===== src/rtl/serial_rx_pkg.sv =====
//------------------------------------------------------------------------------
// serial_rx_pkg
// Shared types and constants for the serial_rx UART receiver.
//   state_t      : receiver FSM states (IDLE, START, DATA, STOP)
//   SAMPLE_PHASE : oversample phase at the middle of a bit
//   OVERSAMPLE   : ticks per bit
//   ERR_FRAME / ERR_OVR : bit positions inside the ERR flag vector
//   maj3()       : 2-of-3 vote used by the optional majority sampler
//------------------------------------------------------------------------------
package serial_rx_pkg;

    typedef enum logic [1:0] {
        IDLE  = 2'd0,
        START = 2'd1,
        DATA  = 2'd2,
        STOP  = 2'd3
    } state_t;

    localparam int SAMPLE_PHASE = 7;
    localparam int OVERSAMPLE   = 16;
    localparam int PHASE_W      = $clog2(OVERSAMPLE);

    localparam int ERR_FRAME = 0;
    localparam int ERR_OVR   = 1;

    function automatic logic maj3(input logic a, input logic b, input logic c);
        return (a & b) | (a & c) | (b & c);
    endfunction

endpackage


===== src/rtl/serial_rx_if.sv =====
//------------------------------------------------------------------------------
// serial_rx_if
// Consumer-side bundle of the serial_rx receiver.
//   ACK    : consumer releases a completed buffer
//   DONE   : buffer holds BUFFLEN valid bytes
//   ERR    : sticky flags, [ERR_FRAME] framing, [ERR_OVR] overrun
//   COUNT  : bytes stored in the current transfer
//   BUFFER : received bytes, byte k at [8k:8k+7], bit 0 at [8k+7]
// Modports: master = receiver, slave = consumer.
//------------------------------------------------------------------------------
interface serial_rx_if #(
    parameter int BUFFLEN = 5
);
    logic                   ACK;
    logic                   DONE;
    logic [1:0]             ERR;
    logic [7:0]             COUNT;
    logic [0:8*BUFFLEN-1]   BUFFER;

    modport master (
        input  ACK,
        output DONE, ERR, COUNT, BUFFER
    );

    modport slave (
        output ACK,
        input  DONE, ERR, COUNT, BUFFER
    );
endinterface


===== src/rtl/serial_rx_tick.sv =====
//------------------------------------------------------------------------------
// serial_rx_tick
// Oversample divider: tick pulses once every CLOCK+1 cycles, phase counts
// ticks modulo 16 so one full phase turn is one bit time.
//   CLK   : clock
//   RESET : synchronous, active-high reset
//   clr   : synchronous restart of divider and phase (start-edge alignment)
//   tick  : one-cycle strobe, high while the divider sits at CLOCK
//   phase : position inside the current bit, 0..15
//------------------------------------------------------------------------------
module serial_rx_tick
    import serial_rx_pkg::*;
#(
    parameter int CLOCK = 26
) (
    input  logic               CLK,
    input  logic               RESET,
    input  logic               clr,
    output logic               tick,
    output logic [PHASE_W-1:0] phase
);

    localparam int CNT_W = (CLOCK < 1) ? 1 : $clog2(CLOCK + 1);

    logic [CNT_W-1:0] slckcount;

    assign tick = (slckcount == CNT_W'(CLOCK));

    // NOTE: sequential state uses non-blocking assignments so every register
    // samples pre-edge values, independent of statement order.
    always_ff @(posedge CLK) begin
        if (RESET || clr) begin
            slckcount <= '0;
            phase     <= '0;
        end else if (tick) begin
            slckcount <= '0;
            phase     <= phase + 1'b1;
        end else begin
            slckcount <= slckcount + 1'b1;
        end
    end

endmodule


===== src/rtl/serial_rx.sv =====
//------------------------------------------------------------------------------
// serial_rx
// 8N1 UART receiver, 16x oversampling, bit timing matching the Serial
// transmitter. Collects BUFFLEN bytes into bus.BUFFER, raises DONE and holds
// the buffer until the consumer pulses ACK.
//   CLK   : clock
//   RESET : synchronous, active-high reset
//   RXD   : asynchronous serial line, idle high
//   bus   : serial_rx_if.master (ACK in; DONE, ERR, COUNT, BUFFER out)
// Build option: define SERIAL_RX_MAJORITY_EN to vote each bit 2-of-3 over
// the phase 6/7/8 ticks and decide at phase 8 instead of sampling once at 7.
//------------------------------------------------------------------------------
module serial_rx
    import serial_rx_pkg::*;
#(
    parameter int BUFFLEN = 5,
    parameter int CLOCK   = 26
) (
    input  logic         CLK,
    input  logic         RESET,
    input  logic         RXD,
    serial_rx_if.master  bus
);

    logic               rx_meta, rx_s, rx_prev;
    logic [1:0]         sync_vld;
    logic               line_edge;
    logic               tick, tick_clr;
    logic [PHASE_W-1:0] phase;
    logic               decide, bit_val;
    logic               start_ok, shift_en, byte_end;
    logic [2:0]         bitcnt;
    logic [7:0]         shift;
    state_t             state, state_next;

    serial_rx_tick #(.CLOCK(CLOCK)) u_tick (
        .CLK   (CLK),
        .RESET (RESET),
        .clr   (tick_clr),
        .tick  (tick),
        .phase (phase)
    );

    // Two-flop synchronizer. sync_vld marks when rx_s carries real line data
    // rather than its reset value, so a line held low through reset never
    // looks like a falling edge.
    always_ff @(posedge CLK) begin
        if (RESET) begin
            rx_meta  <= 1'b1;
            rx_s     <= 1'b1;
            rx_prev  <= 1'b0;
            sync_vld <= 2'b00;
        end else begin
            rx_meta  <= RXD;
            rx_s     <= rx_meta;
            rx_prev  <= sync_vld[1] ? rx_s : 1'b0;
            sync_vld <= {sync_vld[0], 1'b1};
        end
    end

    assign line_edge = sync_vld[1] & rx_prev & ~rx_s;

`ifdef SERIAL_RX_MAJORITY_EN
    logic samp_a, samp_b;

    always_ff @(posedge CLK) begin
        if (RESET) begin
            samp_a <= 1'b1;
            samp_b <= 1'b1;
        end else if (tick) begin
            if (phase == PHASE_W'(SAMPLE_PHASE - 1)) samp_a <= rx_s;
            if (phase == PHASE_W'(SAMPLE_PHASE))     samp_b <= rx_s;
        end
    end

    assign decide  = tick && (phase == PHASE_W'(SAMPLE_PHASE + 1));
    assign bit_val = maj3(samp_a, samp_b, rx_s);
`else
    assign decide  = tick && (phase == PHASE_W'(SAMPLE_PHASE));
    assign bit_val = rx_s;
`endif

    always_ff @(posedge CLK) begin
        if (RESET) state <= IDLE;
        else       state <= state_next;
    end

    // NOTE: every output of this block gets a default first, so no path can
    // leave one unassigned and infer a latch.
    always_comb begin
        state_next = state;
        tick_clr   = 1'b0;
        start_ok   = 1'b0;
        shift_en   = 1'b0;
        byte_end   = 1'b0;
        unique case (state)
            IDLE: begin
                if (line_edge) begin
                    tick_clr   = 1'b1;
                    state_next = START;
                end
            end
            START: begin
                // The phase keeps running from here on, so each later
                // decision tick lands one full bit after the previous one.
                if (decide) begin
                    if (!bit_val) begin
                        start_ok   = 1'b1;
                        state_next = DATA;
                    end else begin
                        state_next = IDLE;
                    end
                end
            end
            DATA: begin
                if (decide) begin
                    shift_en = 1'b1;
                    if (bitcnt == 3'd7) state_next = STOP;
                end
            end
            STOP: begin
                // Leave mid stop bit so the next start edge is not missed.
                if (decide) begin
                    byte_end   = 1'b1;
                    state_next = IDLE;
                end
            end
            default: state_next = IDLE;
        endcase
    end

    always_ff @(posedge CLK) begin
        if (RESET) begin
            bitcnt <= '0;
            shift  <= '0;
        end else if (start_ok) begin
            bitcnt <= '0;
        end else if (shift_en) begin
            shift[bitcnt] <= bit_val;
            bitcnt        <= bitcnt + 1'b1;
        end
    end

    // NOTE: BUFFER is reset even though it behaves like storage, because the
    // consumer can read it at any time and must see zeros after reset.
    always_ff @(posedge CLK) begin
        if (RESET) begin
            bus.DONE   <= 1'b0;
            bus.ERR    <= '0;
            bus.COUNT  <= '0;
            bus.BUFFER <= '0;
        end else begin
            if (bus.ACK && bus.DONE) begin
                bus.DONE  <= 1'b0;
                bus.COUNT <= '0;
                bus.ERR   <= '0;
            end
            // Stores happen only while DONE=0, so a same-cycle ACK is ignored
            // and the completing byte always lands.
            if (byte_end) begin
                if (!bit_val) begin
                    bus.ERR[ERR_FRAME] <= 1'b1;
                end else if (bus.DONE) begin
                    bus.ERR[ERR_OVR] <= 1'b1;
                end else begin
                    // Byte k occupies [8k:8k+7]; the ascending range puts
                    // data bit 0 at index 8k+7.
                    for (int k = 0; k < BUFFLEN; k++) begin
                        if (bus.COUNT == 8'(k)) bus.BUFFER[8*k +: 8] <= shift;
                    end
                    bus.COUNT <= bus.COUNT + 8'd1;
                    if (bus.COUNT == 8'(BUFFLEN - 1)) bus.DONE <= 1'b1;
                end
            end
        end
    end

endmodule

===== src/flat_wrapper.sv =====
// flat-port wrapper written by rule: the top's interface ports become plain ports
module serial_rx_flat import serial_rx_pkg::*;
#(
    parameter int BUFFLEN = 5,
    parameter int CLOCK   = 26
)
  (CLK, RESET, RXD, bus_ACK, bus_DONE, bus_ERR, bus_COUNT, bus_BUFFER);
  serial_rx_if #(.BUFFLEN(BUFFLEN)) bus_i ();
  input  logic CLK;
  input  logic RESET;
  input  logic RXD;
  input wire logic [$bits(bus_i.ACK)-1:0] bus_ACK;
  output wire logic [$bits(bus_i.DONE)-1:0] bus_DONE;
  output wire logic [$bits(bus_i.ERR)-1:0] bus_ERR;
  output wire logic [$bits(bus_i.COUNT)-1:0] bus_COUNT;
  output wire logic [$bits(bus_i.BUFFER)-1:0] bus_BUFFER;
  assign bus_i.ACK = bus_ACK;
  assign bus_DONE = bus_i.DONE;
  assign bus_ERR = bus_i.ERR;
  assign bus_COUNT = bus_i.COUNT;
  assign bus_BUFFER = bus_i.BUFFER;
  serial_rx #(.BUFFLEN(BUFFLEN), .CLOCK(CLOCK)) u_core (.CLK(CLK), .RESET(RESET), .RXD(RXD), .bus(bus_i));
endmodule

===== config.mk =====
export PLATFORM = sky130hd
export DESIGN_NAME = serial_rx_flat
export DESIGN_NICKNAME = d
export VERILOG_FILES = /design/src/rtl/serial_rx_pkg.sv /design/src/rtl/serial_rx_if.sv /design/src/rtl/serial_rx_tick.sv /design/src/rtl/serial_rx.sv /design/src/flat_wrapper.sv
export SDC_FILE = /design/constraint.sdc
export NUM_CORES = 1
export LEC_CHECK = 0
export ABC_AREA = 1
export BUFFER_PORTS_ARGS = -buffer_cell sky130_fd_sc_hd__buf_4
export CORE_MARGIN = 3
export CORE_UTILIZATION = 40
export DETAILED_ROUTE_END_ITERATION = 7
export GPL_TIMING_DRIVEN = 0
export SLEW_MARGIN = 20
export SYNTH_ARGS = -nofsm -noshare
export SYNTH_HDL_FRONTEND = slang
export SYNTH_SLANG_ARGS = --single-unit

===== constraint.sdc =====
create_clock -name CLK -period 1.79 [get_ports CLK]
set_input_delay 0.2685 -clock CLK [delete_from_list [all_inputs] [get_ports CLK]]
set_output_delay 0.2685 -clock CLK [all_outputs]
set_load 0.005 [all_outputs]

==> results.py <==
metrics = {
    "cts": {
        "clkLatencyLatePin_ps": 350,
        "cts_root_buffer": "clkbuf_8",
        "cts_buffers": 9,
        "cts_sinks": 78,
        "htree_levels": 3,
        "cts_buffer_depth": 2,
        "cts_tree": "yes",
        "holdBufCountCts": 0,
        "clk_pin_slew_ps": 80,
    },
    "route": {
        "drt-wirelength-per-cell_um": 13.1,
        "drt-total-wl_um": 8870,
        "drt-vias-per-instance": 4.85,
        "ant_nets": 0,
        "drcViolationCount": 0,
        "num_vias": 3282,
        "drtIter0Drc": 170,
        "drt_first_pass_iters": 4,
    },
    "synth": {
        "ys_types": 29,
        "synth_top_family_by_area": "simple AND/OR/NAND/NOR gates",
        "synth_area_leader_cell": "dfxtp_1",
        "synthAdderAreaFrac": 0.0316,
        "yosysWarnings": 0,
        "ys.flop_type": "dfxtp_1",
        "syn-instance-count": 490,
        "ys_seq_area_frac": 0.438,
        "yosysMostFrequentCell": "nand2_1",
        "synth.top_cell.area_share": 0.438,
        "yosys.area_share.simple": 0.397,
        "netlist_area_um2": 3570,
        "ys_ff_latch": 78,
        "async_reset_ff_frac": 0,
        "synth-edff-count": 0,
        "synth_xor_area_frac": 0.00982,
        "synthTopCellsByArea": "dfxtp_1, nand2_1, nor2_1, nand3_1, a21oi_1",
        "syn_nets": 503,
        "synth_common_cells": "nand2_1, nor2_1, dfxtp_1",
        "synth.area.mux_share": 0,
        "synth-compound-area-share": 0.0491,
        "avgSynthCellArea_um2": 7.28,
    },
    "placed_design": {
        "numPortBuffers": 54,
        "post-place-ws_ps": -51.4,
        "routabilityCongestion": 0.795,
        "place_hpwl_um": 6290,
    },
    "floorplan": {
        "coreArea_um2": 8420,
        "die_x_um": 100,
        "rows": 33,
        "die_h_um": 100,
        "start_util": 0.423,
        "num_io_pins": 55,
        "design.die.area_um2": 10100,
    },
    "critical_path": {
        "r2r_end": "u_core.bus.BUFFER[22]",
        "worstSetupPathType": "reg2reg",
        "path_max_fanout": 6,
        "reg2reg_slack_ps": 70,
        "critPathCaptureType": "flop",
        "arrival_ps": 1960,
        "worst-r2r-cell-count": 10,
        "start_kind": "flop",
        "cp.required_ps": 2030,
        "reg2reg_from": "u_core.u_tick.slckcount[0]",
    },
    "timing": {
        "slew_viol_final": 0,
        "hold_viol": 0,
        "fmax_mhz": 582,
        "min_period_ps": 1720,
        "whs_ps": 105,
        "slew_headroom": 0.625,
        "setup_violations": 0,
        "finClkSkew_ps": 8.36,
        "setup_ws_ps": 72.0,
        "finalCritPeriodShare": 0.960,
        "worst_slew_pin_slew_ps": 563,
    },
    "power": {
        "p_leak_nw": 1.84,
        "clkPwrFrac": 0.393,
        "p_int_mw": 2.35,
        "powerDensity_nw_per_um2": 685,
        "sw_frac_of_total": 0.234,
        "ir_drop_v": 0.000390,
        "seqPwrFrac": 0.575,
        "switchingPower_mw": 0.715,
        "comb_power_share": 0.033,
    },
    "layout": {
        "syn2layout_area_growth_pct": 25.3,
        "multi_input_area_um2": 1780,
        "layout-drive-gt1-share": 0.231,
        "seq_area_um2": 1570,
        "diodes": 0,
        "final_nets": 581,
        "nFillCells": 857,
    },
    "grt": {
        "grt_pass1_vias": 2996,
        "grt_antenna_before_repair": 0,
        "grt_pass1_wl_um": 14400,
        "overflow": 0,
        "grt_max_degree": 13,
        "grt_use_total": 0.181,
    },
    "job": {
        "cap_violations": 0,
    },
    "min_path": {
        "whs_path_depth": 2,
        "hold_end": "u_core.rx_meta",
        "min_path_type": "in2reg",
        "hp-start": "RXD",
    },
    "status": {
        "outcome": "finished clean",
    },
}
## layout make-up
type / instances / area share
Buffer: 19 / 0.0294
Tap cell: 105 / 0.0294
Clock buffer: 11 / 0.0339
Timing Repair Buffer: 66 / 0.119
Clock inverter: 4 / 0.00504
Sequential cell: 78 / 0.351
Inverter: 40 / 0.0336
Multi-Input combinational cell: 354 / 0.398
## metal layers
metal  share of wire  GRT usage  up-vias
met3           0.040     0.0313       14
met5               0          0        -
met1            0.48      0.244     1479
li1                -          -     1715
met4           0.022     0.0736        0
met2            0.46      0.287       74
## per-stage QoR
stage	setup TNS, ps	total power [mW]	util	instances	area [um^2]
after detailed placement	-256	1.90	0.487	649	4100
after global placement	-131	1.89	0.487	649	4100
after global routing	-21.6	3.18	0.530	677	4470
after CTS	0	3.09	0.509	665	4290
after floorplan	0	1.87	-	490	3570
final	0	3.06	0.530	677	4470
## cell families after synthesis
family | Yosys count
XOR/XNOR | 4
AND/OR/NAND/NOR | 305
AO/OA/AOI/OAI | 35
buffers and inverters | 59
adder cells (fa/ha/maj) | 9
flip-flops | 78
## worst max path at each step
stage                               start                     to  slack, ps  cells past startpoint
6_report       u_core.u_tick.slckcount[0]  u_core.bus.BUFFER[22]         70                     10
5_1_grt        u_core.u_tick.slckcount[0]  u_core.bus.BUFFER[22]        -20                     10
4_1_cts            u_core.u_tick.phase[0]   u_core.bus.BUFFER[7]         30                      8
3_5_place_dp          u_core.bus.COUNT[0]  u_core.bus.BUFFER[29]        -50                      8
3_3_place_gp          u_core.bus.COUNT[0]  u_core.bus.BUFFER[25]        -20                      8
2_1_floorplan  u_core.u_tick.slckcount[0]  u_core.bus.BUFFER[10]        250                     10
## what timing repair did
action                     4_1_cts  5_1_grt
pin swaps                        0        7
setup endpoints to repair        8       58
resized for setup                1       21
gates cloned                     0        3
buffers inserted                 1        9
## worst max-delay path: stages, from the launching register on
cell and delay (ps):
dfxtp_2 330, inv_1 50, ha_2 160, nand2_2 60, nor2_4 170, nand3_4 180
nor2_4 270, clkbuf_16 200, nand3_1 70, nand2_1 70, nor2_1 50
## power by group through the flow
stage	Sequential, mW	Combinational, mW	Clock [mW]
after floorplan	1.80	0.0693	0
after global placement	1.80	0.0957	0
after detailed placement	1.80	0.0971	0
after CTS	1.76	0.0973	1.23
after global routing	1.76	0.114	1.31
final	1.76	0.100	1.20
## state kept, by name, summed over array words and instances, names as in the netlist, named ones only
signal                   flops
u_core.bus.ERR               2
u_core.u_tick.phase          4
u_core.bus.BUFFER           40
u_core.bus.DONE              1
u_core.bus.COUNT             8
u_core.state                 1
u_core.rx_meta               1
u_core.bitcnt                3
u_core.rx_prev               1
u_core.sync_vld              2
u_core.bit_val               1
u_core.shift                 8
u_core.u_tick.slckcount      5
## placed cells by master (no fill, tap or decap), types with 7 or more instances in the layout
cell and count:
nor2_1 85, nand3_1 61, clkbuf_8 11, a21oi_1 31, dfxtp_1 73, inv_1 35
nand2_1 111, buf_4 65, nor2_2 10, nand4_1 11, ha_1 8, clkbuf_1 7
Note: power is estimated with default switching activity, not from simulation.
